## src/rtl/mini_top_level_pkg.sv

```systemverilog
// Shared encodings for the MIPS control-path slice: opcodes, funct codes,
// ALUOp codes and ALU operation codes used by the controller and ALU decoder.
package mini_top_level_pkg;

    // Instruction opcodes, Instruction[31:26]
    localparam logic [5:0] OP_RTYPE = 6'b000000;
    localparam logic [5:0] OP_LW    = 6'b100011;
    localparam logic [5:0] OP_SW    = 6'b101011;
    localparam logic [5:0] OP_BEQ   = 6'b000100;
    localparam logic [5:0] OP_ADDI  = 6'b001000;

    // R-type function codes, Instruction[5:0]
    localparam logic [5:0] FN_ADD = 6'b100000;
    localparam logic [5:0] FN_SUB = 6'b100010;
    localparam logic [5:0] FN_AND = 6'b100100;
    localparam logic [5:0] FN_OR  = 6'b100101;
    localparam logic [5:0] FN_SLT = 6'b101010;

    // ALUOp codes passed from the main controller to the ALU decoder
    localparam logic [1:0] ALUOP_ADD    = 2'b00;
    localparam logic [1:0] ALUOP_SUB    = 2'b01;
    localparam logic [1:0] ALUOP_FUNCT  = 2'b10;
    localparam logic [1:0] ALUOP_UNUSED = 2'b11;

    // ALU operation codes
    localparam logic [2:0] ALU_AND = 3'b000;
    localparam logic [2:0] ALU_OR  = 3'b001;
    localparam logic [2:0] ALU_ADD = 3'b010;
    localparam logic [2:0] ALU_SUB = 3'b110;
    localparam logic [2:0] ALU_SLT = 3'b111;

    // Bundle of the main controller's decoded fields
    typedef struct packed {
        logic [1:0] aluop;
        logic       alusrc;
        logic       regwrite;
    } main_ctrl_t;

    // Field extractors so both decoders slice the instruction identically
    function automatic logic [5:0] get_opcode(input logic [31:0] instr);
        return instr[31:26];
    endfunction

    function automatic logic [5:0] get_funct(input logic [31:0] instr);
        return instr[5:0];
    endfunction

endpackage

```

## src/rtl/mini_top_level_alu_control.sv

```systemverilog
// ALU control decoder: ALUOp plus funct to a 3-bit ALU operation, combinational.
module alu_control
    import mini_top_level_pkg::*;
(
    input  logic [1:0] aluop,
    input  logic [5:0] funct,
    output logic [2:0] alucontrol
);

    // Funct is only consulted for R-type; the unused ALUOp code yields AND (000)
    always_comb begin
        alucontrol = ALU_AND;
        case (aluop)
            ALUOP_ADD:   alucontrol = ALU_ADD;
            ALUOP_SUB:   alucontrol = ALU_SUB;
            ALUOP_FUNCT: begin
                case (funct)
                    FN_ADD:  alucontrol = ALU_ADD;
                    FN_SUB:  alucontrol = ALU_SUB;
                    FN_AND:  alucontrol = ALU_AND;
                    FN_OR:   alucontrol = ALU_OR;
                    FN_SLT:  alucontrol = ALU_SLT;
                    default: alucontrol = ALU_AND;
                endcase
            end
            ALUOP_UNUSED: alucontrol = ALU_AND;
            default:      alucontrol = ALU_AND;
        endcase
    end

endmodule

```

## src/rtl/mini_top_level_main_controller.sv

```systemverilog
// Main controller: opcode to ALUOp / ALUSrc / RegWrite, purely combinational.
module main_controller
    import mini_top_level_pkg::*;
(
    input  logic [5:0] opcode,
    output logic [1:0] aluop,
    output logic       alusrc,
    output logic       regwrite
);

    main_ctrl_t ctrl;

    // Opcode lookup; unknown opcodes decode to a harmless no-write add
    always_comb begin
        ctrl = '{aluop: ALUOP_ADD, alusrc: 1'b0, regwrite: 1'b0};
        case (opcode)
            OP_RTYPE: ctrl = '{aluop: ALUOP_FUNCT, alusrc: 1'b0, regwrite: 1'b1};
            OP_LW:    ctrl = '{aluop: ALUOP_ADD,   alusrc: 1'b1, regwrite: 1'b1};
            OP_SW:    ctrl = '{aluop: ALUOP_ADD,   alusrc: 1'b1, regwrite: 1'b0};
            OP_BEQ:   ctrl = '{aluop: ALUOP_SUB,   alusrc: 1'b0, regwrite: 1'b0};
            OP_ADDI:  ctrl = '{aluop: ALUOP_ADD,   alusrc: 1'b1, regwrite: 1'b1};
            default:  ctrl = '{aluop: ALUOP_ADD,   alusrc: 1'b0, regwrite: 1'b0};
        endcase
    end

    assign aluop    = ctrl.aluop;
    assign alusrc   = ctrl.alusrc;
    assign regwrite = ctrl.regwrite;

endmodule

```

## src/rtl/mini_top_level.sv

```systemverilog
// Control-path slice top: chains the main controller into the ALU decoder,
// gates every output with a run flag so nothing asserts in or straight out
// of reset, and derives branch_taken for a future PCSrc output.
module mini_top_level
    import mini_top_level_pkg::*;
(
    input  logic        Clk,
    input  logic        Rst,
    input  logic [31:0] Instruction,
    input  logic        Zero,
    output logic [1:0]  ALUOp,
    output logic        ALUSrc,
    output logic        RegWrite,
    output logic [2:0]  ALUControl
);

    logic       run_reg;
    logic [5:0] opcode;
    logic [5:0] funct;
    logic [1:0] aluop_dec;
    logic       alusrc_dec;
    logic       regwrite_dec;
    logic [2:0] alucontrol_dec;
    logic       branch_taken;
    logic       unused_bits;

    assign opcode = get_opcode(Instruction);
    assign funct  = get_funct(Instruction);

    main_controller u_main_controller (
        .opcode   (opcode),
        .aluop    (aluop_dec),
        .alusrc   (alusrc_dec),
        .regwrite (regwrite_dec)
    );

    alu_control u_alu_control (
        .aluop      (aluop_dec),
        .funct      (funct),
        .alucontrol (alucontrol_dec)
    );

    // Run flag: cleared on any edge sampling Rst, set on the first edge without it
    always_ff @(posedge Clk) begin
        if (Rst) begin
            run_reg <= 1'b0;
        end else begin
            run_reg <= 1'b1;
        end
    end

    // Outputs follow the instruction with zero latency, forced low while not running
    always_comb begin
        ALUOp      = 2'b00;
        ALUSrc     = 1'b0;
        RegWrite   = 1'b0;
        ALUControl = 3'b000;
        if (run_reg) begin
            ALUOp      = aluop_dec;
            ALUSrc     = alusrc_dec;
            RegWrite   = regwrite_dec;
            ALUControl = alucontrol_dec;
        end
    end

    // Branch decision kept internal until a PCSrc output is added
    assign branch_taken = (opcode == OP_BEQ) & Zero & run_reg;

    // Register fields and branch_taken are not consumed by this slice yet
    assign unused_bits = ^{Instruction[25:6], branch_taken};

endmodule

```

## config.mk

```make
export PLATFORM = sky130hd
export DESIGN_NAME = mini_top_level
export DESIGN_NICKNAME = d
export VERILOG_FILES = /design/src/rtl/mini_top_level_pkg.sv /design/src/rtl/mini_top_level_alu_control.sv /design/src/rtl/mini_top_level_main_controller.sv /design/src/rtl/mini_top_level.sv
export SDC_FILE = /design/constraint.sdc
export NUM_CORES = 1
export LEC_CHECK = 0
export CAP_MARGIN = 25
export CORE_AREA = 2 2 39 41
export DETAILED_ROUTE_END_ITERATION = 12
export DIE_AREA = 0 0 41 43
export GPL_TIMING_DRIVEN = 0
export MAX_ROUTING_LAYER = met4
export PLACE_DENSITY = 0.65
export SETUP_SLACK_MARGIN = 0.2
export SLEW_MARGIN = 15
export SYNTH_ARGS = -nofsm -noshare
export SYNTH_HDL_FRONTEND = slang
export SYNTH_SLANG_ARGS = --single-unit
```

## constraint.sdc

```tcl
create_clock -name Clk -period 3.72 [get_ports Clk]
set_input_delay 0.558 -clock Clk [delete_from_list [all_inputs] [get_ports Clk]]
set_output_delay 0.558 -clock Clk [all_outputs]
set_load 0.01 [all_outputs]
```

==> results of run 1 <==
[metal layers]
| metal | up-vias | global-route usage, % |
|---|---|---|
| met5 | - | - |
| met3 | 0 | 0 |
| met1 | 110 | 6.98 |
| li1 | 133 | - |
| met2 | 14 | 12.5 |
| met4 | 0 | 0 |
[through the flow]
step                      hold slack (ps)  util, %  std cells   power, W
after floorplan                       615        -         24  0.0000186
after global placement               1030     27.8         60  0.0000380
after detailed placement             1030     27.8         60  0.0000385
after CTS                            1040     27.8         60  0.0000387
after global routing                 1060     27.8         60  0.0000407
final                                1030     27.8         60  0.0000386
[final cells by class]
class / count / share of cell area [%]
well taps: 16 / 5.21
multi-input cells: 20 / 34.5
repair buffers: 20 / 52.1
flip-flops and latches: 1 / 5.21
inverters: 3 / 2.93
[worst max-delay path by stage]
stage,start,end,slack (ps)
finish,Instruction[29],ALUControl[0],680
global route,Instruction[29],ALUControl[0],560
CTS,Instruction[29],ALUControl[0],660
detailed placement,Instruction[29],ALUControl[0],670
global placement,Instruction[29],ALUControl[0],660
floorplan,Instruction[29],ALUControl[0],1560
[power by group]
group	internal (W)	total, W	switching (W)
Combinational	0.0000178	0.0000268	0.00000900
Clock	0	0	0
Sequential	0.0000115	0.0000117	0.000000204
[cells in the mapped netlist]
master | count | share of area, %
nand3_1 | 1 | 3.1
nor4b_1 | 2 | 11
and4bb_2 | 1 | 7.6
nand2_1 | 1 | 2.3
nor3_1 | 2 | 6.1
or4_4 | 1 | 6.9
a21oi_1 | 3 | 9.2
inv_1 | 3 | 6.9
or3b_2 | 1 | 5.3
o21ba_2 | 1 | 6.1
nor4_1 | 1 | 3.8
dfxtp_1 | 1 | 12
o21ai_0 | 1 | 3.1
nor2_1 | 3 | 6.9
a31oi_1 | 1 | 3.8
nor4bb_1 | 1 | 6.1
[cell usage in the layout (no fill, tap or decap)]
master,count
nor4bb_1,1
clkdlybuf4s50_1,20
a21oi_1,3
nor2_1,3
o21ba_2,1
nor3_1,2
or4_4,1
dfxtp_1,1
nor4_1,1
nand3_1,1
or3b_2,1
o21ai_0,1
a31oi_1,1
nor4b_1,2
and4bb_2,1
inv_1,3
nand2_1,1
[cell families (layout without fill, tap and decap cells)]
group           count (synthesis)  in the layout  share of synthesized area, %
compound gates                  6              6                          22.1
buf+inv                         3             23                          6.87
flops                           1              1                          12.2
simple gates                   14             14                          58.8
==> results.md, run 1 <==
* DRT Pass-1 Iters at 1
* WL final at 584 um
* Worst setup SP type: input pin
* Crit share post-route at between 80% and 90%
* Routed length per instance at 9.73 um
* Dpl ws at 667 ps
* Min-delay src: Rst
* # resized after CTS at 0
* Status: finished clean
* Die area at 1760 sq um
* PwrDens at 100 nW/um^2
* CP Data Required Time at 3160 ps
* Max VDD drop at 0.0573 mV
* Crit. End Element: output port
* Top delay family on crit path: buffers and inverters
* Yosys warnings at 0
* Placed cell area at slightly below 400 sq um
* Critical path buffers and inverters at 2
* Final nets at 81
* CP arrival at 2490 ps
* DR WL met3 at 56 um
* Final setup fails at 0
* Fillers at 154
* Num rows at 14
* Gr ovfl total at 0
* Met2 WL at 266 um
* Worst-path clk slew at 0 ps
* Via count at 257
* Hold_buf cts at 0
* Setup TNS at 0 ps
* Max-cap violation count at 0
* WL met1 at about 260 um
* Critical-path top delay cell: or4_4
* Tot GR Track Use at under 10%
* Number of flip-flops in the largest register at 1
* Cell count along the critical path at 5
* Count of cell types in the netlist at 16
* Highest metal used: met3
* Fraction of layout cells with a size suffix above 1 at under 10%
* Die H at 43 um
* Post-Syn Instances at 24
* Synthesized net count at 59
* Sequential standard cell area at 20.0 sq um
* Vias per inst at 4.28
* Hold path depth at 2
* Crit Path Category: in2out
* Fraction of the yosys area taken by sequential cells at 12.2%
* Crit-path max cell delay at 570 ps
* Vias in the first global route at approximately 230
* Syn Area/Cell at a little under 7 sq um
* Min-delay worst type: in2reg
* Starting Density at 11.8%
* # DRC at 0
* Port Buffers at 20
* Final hold violations at 0
* Hold endpoint: run_reg
* Post-CTS setup buffer count at 0
* Worst path most repeated cell: clkdlybuf4s50_1
* Starting DRT DRC Count at 0
* Setup WS post-layout at 676 ps
* Post-layout min period at 3040 ps
* Leak pwr at around 0.13 nW
* Least-Margin Pin Slew at 330 ps
* Design Area, Final at approximately 380 sq um
* CP max FO at 4
* Seq cells post-synth at 1
* IO Count at 42
* Die width at roughly 41 um
* Post-Syn Area at 164 sq um
* First-pass GRT wire length at 821 um
* Diode count at 0
* Core ar. at 1380 sq um
* Multi-input gate area in the final layout at approximately 130 sq um
* Rel. slew slack at 77.7%
* Unrepaired setup endpoints after global routing: no
* Final Wtd Congestion at 0.623
* Initial antenna violation count at 0
* Pin count of the biggest net entering global routing at 5
* F_max at 328 MHz
* Fin. max-slew vios at 0
* Area grow syn2layout at 134%
* Worst path cell trace: clkdlybuf4s50_1, or4_4, nor2_1, and4bb_2, clkdlybuf4s50_1
* HPWL Detailed at 495 um
* Antenna Nets Post-Route at 0
No activity file was read; power rests on OpenSTA's default activity.
==> run 2: changes to the inputs <==
==> constraint.sdc (replaced) <==
create_clock -name Clk -period 3.1 [get_ports Clk]
set_input_delay 0.465 -clock Clk [delete_from_list [all_inputs] [get_ports Clk]]
set_output_delay 0.465 -clock Clk [all_outputs]
set_load 0.01 [all_outputs]
==> run 2 against run 1 <==
Compared with the run above: wire length is 3.4% higher; global-route usage unchanged; setup slack worse by 370 ps; first-iteration DRC count unchanged; utilization grew 0.81 points; combinational power rose by 22%; cell count stayed put; cell area grew 2.9%; sequential share of layout area decreased by 0.15 points; critical path depth decreased by 1; critical path type unchanged; largest power group unchanged.
==> results.md, run 2 (synthesized netlist as in run 1, its figures left out) <==
* Hold_buf cts at 0 (unchanged)
* Pin count of the biggest net entering global routing at 5 (unchanged)
* Port Buffers at 20 (unchanged)
* Sequential standard cell area at 20.0 sq um (unchanged)
* Dpl ws at 233 ps (-434 ps)
* Most frequent cells in the layout: clkdlybuf4s50_1, inv_1, a21oi_1
* CP max FO at 4 (unchanged)
* Rel. slew slack at 77.7% (about the same)
* Tot GR Track Use at 6.35% (unchanged)
* Vias in the first global route at 229 (unchanged)
* Final setup fails at 0 (unchanged)
* Design Area, Final at 395 sq um (+2.9%)
* Worst-path clk slew at 0 ps (unchanged)
* Unrepaired setup endpoints after global routing: no
* PwrDens at 119 nW/um^2 (+18%)
* Num rows at 14 (unchanged)
* Hold endpoint: run_reg
* WL final at 604 um (+3.4%)
* Max-cap violation count at 0 (unchanged)
* Crit. End Element: output port
* Critical path buffers and inverters at 2 (unchanged)
* Top delay family on crit path: buffers and inverters
* DRT Pass-1 Iters at 1 (unchanged)
* Min-delay worst type: in2reg
* HPWL Detailed at 495 um (unchanged)
* Multi-input gate area in the final layout at 141 sq um (+6.6%)
* Number of flip-flops in the largest register at 1 (unchanged)
* Fin. max-slew vios at 0 (unchanged)
* Commonest non-fill, non-tap cell in the layout: clkdlybuf4s50_1
* Worst path cell trace: clkdlybuf4s50_1, or4_4, nor4_1, clkdlybuf4s50_1
* Worst path most repeated cell: clkdlybuf4s50_1
* Crit-path max cell delay at 590 ps (+20 ps)
* Setup TNS at 0 ps (unchanged)
* Diode count at 0 (unchanged)
* First-pass GRT wire length at 821 um (unchanged)
* Starting Density at 11.8% (unchanged)
* IO Count at 42 (unchanged)
* Vias per inst at 4.32 (+0.78%)
* Final nets at 81 (unchanged)
* CP arrival at 2330 ps (-160 ps)
* Status: finished clean
* Setup WS post-layout at 306 ps (-370 ps)
* Via count at 259 (+0.78%)
* Fillers at 154 (unchanged)
* Area grow syn2layout at 141%
* Final hold violations at 0 (unchanged)
* Fraction of layout cells with a size suffix above 1 at 13.6% (+4.5 points)
* F_max at 358 MHz
* Core ar. at 1380 sq um (unchanged)
* CP Data Required Time at 2630 ps (-530 ps)
* Max VDD drop at 0.0690 mV (+20%)
* Die width at 41 um (unchanged)
* Crit Path Category: in2out
* Initial antenna violation count at 0 (unchanged)
* Die area at 1760 sq um (unchanged)
* Routed length per instance at 10.1 um (+3.4%)
* Post-layout min period at approximately 2800 ps
* Least-Margin Pin Slew at 330 ps (-0.00179 ps)
* Starting DRT DRC Count at 0 (unchanged)
* Crit share post-route at 90.1%
* Placed cell area at 384 sq um (unchanged)
* Die H at 43 um (unchanged)
* Critical-path top delay cell: clkdlybuf4s50_1
* Min-delay src: Rst
* Gr ovfl total at 0 (unchanged)
* # DRC at 0 (unchanged)
* Worst setup SP type: input pin
* Overall power consumption at 0.0000469 W (+22%)
* Leak pwr at 0.148 nW (+15%)
* Antenna Nets Post-Route at 0 (unchanged)
* Final Wtd Congestion at 0.623 (unchanged)
* Hold path depth at 2 (unchanged)
[run 2: metal layers]
metal / GRT usage [%] / wire length (um) / vias up
met5: - / 0 / -
met4: 0 / 0 / 0
met1: 6.98 / 247 / 112
met2: 12.5 / 297 / 14
met3: 0 / 58 / 0
li1: - / - / 133
[run 2: repair_timing]
action	4_1_cts	5_1_grt
gates resized for setup	0	3
setup endpoints to repair	0	2
setup buffers	0	0
[run 2: cell type report]
| type | instances | area share [%] |
|---|---|---|
| inverter | 3 | 2.85 |
| tap | 16 | 5.06 |
| timing repair buffer | 20 | 51.3 |
| sequential | 1 | 5.06 |
| multi-input combinational | 20 | 35.8 |
[run 2: power by group]
part	internal [W]	switching [W]	total, W
Clock	0	0	0
Combinational	0.0000215	0.0000113	0.0000328
Sequential	0.0000138	0.000000246	0.0000141
Total	0.0000354	0.0000115	0.0000469
[run 2: per-stage QoR]
| step | hold slack (ps) | std cells | util [%] |
|---|---|---|---|
| after floorplan | 522 | 24 | - |
| after global placement | 936 | 60 | 27.8 |
| after detailed placement | 941 | 60 | 27.8 |
| after CTS | 943 | 60 | 27.8 |
| after global routing | 970 | 60 | 28.6 |
| final | 937 | 60 | 28.6 |
[run 2: worst max path at each step]
stage,cells after the start,startpoint,to
4_1_cts,5,Instruction[29],ALUControl[0]
3_3_place_gp,5,Instruction[29],ALUControl[0]
6_report,4,Instruction[29],ALUControl[2]
5_1_grt,4,Instruction[29],ALUOp[0]
3_5_place_dp,5,Instruction[29],ALUControl[0]
2_1_floorplan,3,Instruction[29],ALUControl[0]
